--- config.mk ---
export PLATFORM = sky130hd
export DESIGN_NAME = fp27_to_fix
export DESIGN_NICKNAME = d
export VERILOG_FILES = /design/src/rtl/fp27_to_fix.sv
export SDC_FILE = /design/constraint.sdc
export NUM_CORES = 1
export LEC_CHECK = 0
export ABC_AREA = 1
export BUFFER_PORTS_ARGS = -buffer_cell sky130_fd_sc_hd__clkbuf_2
export CELL_PAD_IN_SITES_DETAIL_PLACEMENT = 0
export CELL_PAD_IN_SITES_GLOBAL_PLACEMENT = 1
export CORE_MARGIN = 2
export CORE_UTILIZATION = 40
export CTS_BUF_LIST = sky130_fd_sc_hd__clkbuf_16
export DETAILED_ROUTE_END_ITERATION = 10
export GPL_ROUTABILITY_DRIVEN = 0
export MAX_ROUTING_LAYER = met4
export PLACE_DENSITY_LB_ADDON = 0.1
export SYNTH_ARGS = -nofsm -noshare
export SYNTH_HDL_FRONTEND = slang
export SYNTH_SLANG_ARGS = --single-unit
--- constraint.sdc ---
create_clock -name clk -period 7.4 [get_ports clk]
set_input_delay 2.22 -clock clk [delete_from_list [all_inputs] [get_ports clk]]
set_output_delay 2.22 -clock clk [all_outputs]
set_load 0.02 [all_outputs]
--- src/rtl/fp27_to_fix.sv ---
// fp27 -> signed fixed-point converter, 3-stage valid/ready pipeline with a single global advance.
// Optional build macro FP2FIX_ROUND_EN: round-to-nearest (ties away from zero) on right shifts; default truncates.
module fp27_to_fix #(
    parameter int OUT_W     = 32,
    parameter int FRAC_BITS = 16
) (
    input  logic             clk,
    input  logic             rst,
    input  logic [26:0]      in_data,
    input  logic             in_valid,
    output logic             in_ready,
    output logic [OUT_W-1:0] out_data,
    output logic             out_valid,
    input  logic             out_ready,
    output logic             out_ovf,
    output logic             out_udf
);

    // Wide enough to hold a full 19-bit mantissa shifted to just below the overflow limit
    localparam int LW = OUT_W + 20;

    logic adv;
    assign adv      = !out_valid || out_ready;
    assign in_ready = adv;

    // S1 registers
    logic              s1_valid;
    logic              s1_sign;
    logic [18:0]       s1_m;
    logic [9:0]        s1_sh;
    logic              s1_zero;
    logic              s1_inf;

    // S2 registers
    logic              s2_valid;
    logic              s2_sign;
    logic [OUT_W:0]    s2_mag;
    logic              s2_ovf;
    logic              s2_zero;
    logic              s2_inf;

    logic [7:0] in_exp;
    logic [9:0] sh_next;
    assign in_exp  = in_data[25:18];
    assign sh_next = {2'b00, in_exp} - 10'd145 + 10'(FRAC_BITS);

    always_ff @(posedge clk or posedge rst) begin
        if (rst) begin
            s1_valid <= 1'b0;
            s1_sign  <= 1'b0;
            s1_m     <= '0;
            s1_sh    <= '0;
            s1_zero  <= 1'b0;
            s1_inf   <= 1'b0;
        end else if (adv) begin
            s1_valid <= in_valid;
            s1_sign  <= in_data[26];
            s1_m     <= {1'b1, in_data[17:0]};
            s1_sh    <= sh_next;
            s1_zero  <= (in_exp == 8'd0);
            s1_inf   <= (in_exp == 8'hFF);
        end
    end

    // S2 shift: s1_sh is a two's-complement shift, bit 9 is the sign
    logic          sh_neg;
    logic [9:0]    rs;
    logic          big_sh;
    logic [LW-1:0] lsh;
    logic [18:0]   rq;
    logic          rnd;
    logic [LW-1:0] rsh;
    logic [LW-1:0] shifted;
    logic          ovf_pre;

    assign sh_neg = s1_sh[9];
    assign rs     = 10'd0 - s1_sh;
    assign big_sh = !sh_neg && (s1_sh[8:0] >= 9'(OUT_W));
    assign lsh    = LW'(s1_m) << s1_sh[6:0];
    assign rq     = (rs > 10'd18) ? 19'd0 : (s1_m >> rs[4:0]);

`ifdef FP2FIX_ROUND_EN
    logic [18:0] rv;
    assign rv  = s1_m >> (rs[4:0] - 5'd1);
    assign rnd = (rs <= 10'd19) ? rv[0] : 1'b0;
`else
    assign rnd = 1'b0;
`endif

    assign rsh     = LW'(rq) + LW'(rnd);
    assign shifted = sh_neg ? rsh : lsh;
    assign ovf_pre = big_sh || (|shifted[LW-1:OUT_W]);

    always_ff @(posedge clk or posedge rst) begin
        if (rst) begin
            s2_valid <= 1'b0;
            s2_sign  <= 1'b0;
            s2_mag   <= '0;
            s2_ovf   <= 1'b0;
            s2_zero  <= 1'b0;
            s2_inf   <= 1'b0;
        end else if (adv) begin
            s2_valid <= s1_valid;
            s2_sign  <= s1_sign;
            s2_mag   <= shifted[OUT_W:0];
            s2_ovf   <= ovf_pre;
            s2_zero  <= s1_zero;
            s2_inf   <= s1_inf;
        end
    end

    // S3: a magnitude of exactly 2^(OUT_W-1) is only representable when negative
    logic             mag_top;
    logic             mag_low_nz;
    logic             sat;
    logic [OUT_W-1:0] data_next;
    logic             ovf_next;
    logic             udf_next;

    assign mag_top    = s2_mag[OUT_W-1];
    assign mag_low_nz = |s2_mag[OUT_W-2:0];
    assign sat        = s2_inf || s2_ovf || s2_mag[OUT_W] ||
                        (mag_top && (!s2_sign || mag_low_nz));

    always_comb begin
        data_next = '0;
        ovf_next  = 1'b0;
        udf_next  = 1'b0;
        if (s2_zero) begin
            data_next = '0;
        end else if (sat) begin
            data_next = s2_sign ? {1'b1, {(OUT_W-1){1'b0}}} : {1'b0, {(OUT_W-1){1'b1}}};
            ovf_next  = 1'b1;
        end else begin
            data_next = s2_sign ? (~s2_mag[OUT_W-1:0] + 1'b1) : s2_mag[OUT_W-1:0];
            udf_next  = (s2_mag[OUT_W-1:0] == '0);
        end
    end

    always_ff @(posedge clk or posedge rst) begin
        if (rst) begin
            out_valid <= 1'b0;
            out_data  <= '0;
            out_ovf   <= 1'b0;
            out_udf   <= 1'b0;
        end else if (adv) begin
            out_valid <= s2_valid;
            out_data  <= data_next;
            out_ovf   <= ovf_next;
            out_udf   <= udf_next;
        end
    end

endmodule

==> reports/metrics.yaml <==
clocking:
  cts_hold_buf: 0
  clk_latency_ns: 0.37
  clkTransAtPathRegs_ns: 0.07
  clockBufferDepth: 2
  cts.sinks: 106
  cts_tree: "built"
  cts-root-buf: "clkbuf_16"
  cts_max_level: 3
  post_cts_buffers: 0
  cts_buffers: 9
  post_cts_resized: 0
synthesis:
  synth_compound_area_frac: 0.154
  syn-instance-count: 1153
  synth_edf_count: 0
  synth_mux_area_frac: 0.00133
  ys_seq_area_frac: 0.352
  synth-xor-area-share: 0.0310
  synth_area_mm2: 0.00754
  synth-simple-area-share: 0.374
  syn_nets: 1191
  synth_top_family_by_area: "simple AND/OR/NAND/NOR gates"
  synth_area_per_cell_um2: 6.54
  synth.ff_latch_count: 106
  yosys.cell_types.count: 47
  yosys_warnings: 0
  synthAdderAreaFrac: 0.0116
  synth-main-ff-cell: "dfrtp_1"
  ys_async_sr_fraction: 1.00
global_routing:
  grt-ovfl-total: 0
  antenna_found_initial: 0
  grt_pass1_wl_um: 38000
  grt_max_degree: 71
  grt_usage: 0.247
  grt_pass1_vias: 7074
setup_path:
  cp-end-kind: "primary output"
  path_max_fanout: 29
  critical_path_class: "in2out"
  r2r_start: "s1_sh[1]"
  arrival_ns: 3.07
  start_kind: "input port"
  critical_path_required_ns: 5.18
  crit_path_start: "out_ready"
finish:
  synthToLayoutAreaGrowth_pct: 10.2
  antenna_cells: 0
  final_cell_mix: "401 x nand2_1, 136 x nand3_1, 106 x dfrtp_1, 98 x o21ai_0, 92 x nor2_1"
  final_nets: 1221
  layout_commonest_cell: "nand2_1"
  drive_above_1_share: 0.109
  design_area_mm2: 0.00831
  stdcell_count: 1422
sta:
  fin_crit_ns: 5.29
  rsz0062_at_grt: "false"
  setup_viol: 0
  worstMarginPinSlew_ns: 0.887
  timing.setup.tns_ns: 0
  max_freq_ghz: 0.189
  clock_skew_ns: 0.0143
  hold_violations: 0
  drv_slew: 0
  fin_hold_ws_ns: 0.478
  fin_crit_sh: 0.715
  slew-limit-headroom: 0.409
placed_design:
  dpl.hpwl_um: 17300
  dpl_cell_area_mm2: 0.00800
  portBuffers: 66
  place_inst: 1406
drt:
  antenna_left: 0
  wl_um: 23000
  wl_per_cell_um: 16.2
  drc: 0
  vias_per_cell: 5.21
  firstDrtPassIters: 7
  vias: 7405
  drt-initial-drc-count: 617
die:
  start_util: 0.406
  die_h_um: 141
  pin_count: 67
  fp-row-count: 50
  core-area_mm2: 0.0186
  die_w_um: 141
  design.die.area_mm2: 0.0200
power_and_ir_drop:
  vdd_drop_max_mv: 0.216
  power_density_mw_per_mm2: 403
  leakage_nw: 4.20
run_status:
  status: "finished clean"
flow_run:
  maxCapViolCount: 0
worst_hold_path:
  min_from: "out_data[22]"
  worstHoldPathType: "reg2reg"
critical path, cell delays in order:
cell      delay (ns)
clkbuf_2        0.10
nor2_4          0.50
inv_2           0.07
clkbuf_2        0.17
final timing paths:
kind | end | slack (ns) | depth (start not counted)
max in group asynchronous | s2_mag[12] | 4.32 | 3
hold / removal | out_data[22] | 0.48 | 2
setup reg to reg | s2_mag[12] | 3.57 | 15
hold reg to reg | out_data[22] | 0.48 | 2
setup / recovery | in_ready | 2.11 | 4
min in group asynchronous | out_data[8] | 2.01 | 2
state kept, by name, indices dropped and copies added (netlist names), 10 cells and up:
signal and flops:
out_data 32, s2_mag 33, s1_m 19, s1_sh 10
routing by layer:
metal	part of all wire	vias to the layer above	global-route usage
li1	-	3862	-
met1	0.47	3337	0.326
met2	0.48	184	0.404
met3	0.040	22	0.0317
met4	0.017	0	0.0611
met5	0	-	-
cell type report:
type / count / area (um^2)
inverters: 88 / 334
multi-input cells: 904 / 4330
fillers: 2071 / 10300
well taps: 234 / 293
clock buffers: 9 / 225
repair buffers: 74 / 390
flip-flops and latches: 106 / 2650
clock inverters: 7 / 92.6
power by group:
part | internal, mW | switching, mW | leakage, nW | total (mW)
Sequential | 0.761 | 0.156 | 1.32 | 0.917
Combinational | 0.566 | 1.34 | 2.73 | 1.91
Clock | 0.272 | 0.252 | 0.155 | 0.524
cells in the mapped netlist, types with 2 or more instances:
cell type / n / area, um^2
a21boi_0: 6 / 45.0
a21oi_1: 39 / 195
a22oi_2: 6 / 75.1
a31o_1: 3 / 26.3
a31oi_1: 6 / 37.5
buf_1: 5 / 18.8
buf_2: 11 / 55.1
buf_6: 3 / 33.8
clkbuf_1: 36 / 135
dfrtp_1: 106 / 2650
ha_1: 7 / 87.6
inv_1: 80 / 300
inv_2: 7 / 26.3
nand2_1: 401 / 1510
nand2_2: 3 / 18.8
nand3_1: 136 / 681
nand3_2: 3 / 30.0
nand3b_1: 2 / 15.0
nand4_1: 6 / 37.5
nor2_1: 93 / 349
nor2_2: 3 / 18.8
nor3_1: 11 / 55.1
nor3_2: 2 / 20.0
nor4_1: 3 / 18.8
o211ai_1: 7 / 52.6
o21ai_0: 98 / 490
o21ai_1: 5 / 25.0
o22ai_1: 16 / 100
o31ai_1: 5 / 37.5
or2_2: 6 / 37.5
xnor2_1: 2 / 17.5
xor2_1: 21 / 184
through the flow:
step	utilization	power, mW	setup slack [ns]
final	0.447	3.35	2.11
after global routing	0.447	3.66	1.98
after CTS	0.447	3.36	2.07
after detailed placement	0.430	2.83	2.08
after global placement	0.430	2.82	2.08
after floorplan	-	2.29	2.17
cells by family after synthesis:
group           count (synthesis)
simple gates                  672
fa+ha+maj                       7
compound gates                199
buf+inv                       143
mux                             1
flops                         106
xor+xnor                       25
Note: power is estimated with default switching activity, not from simulation.
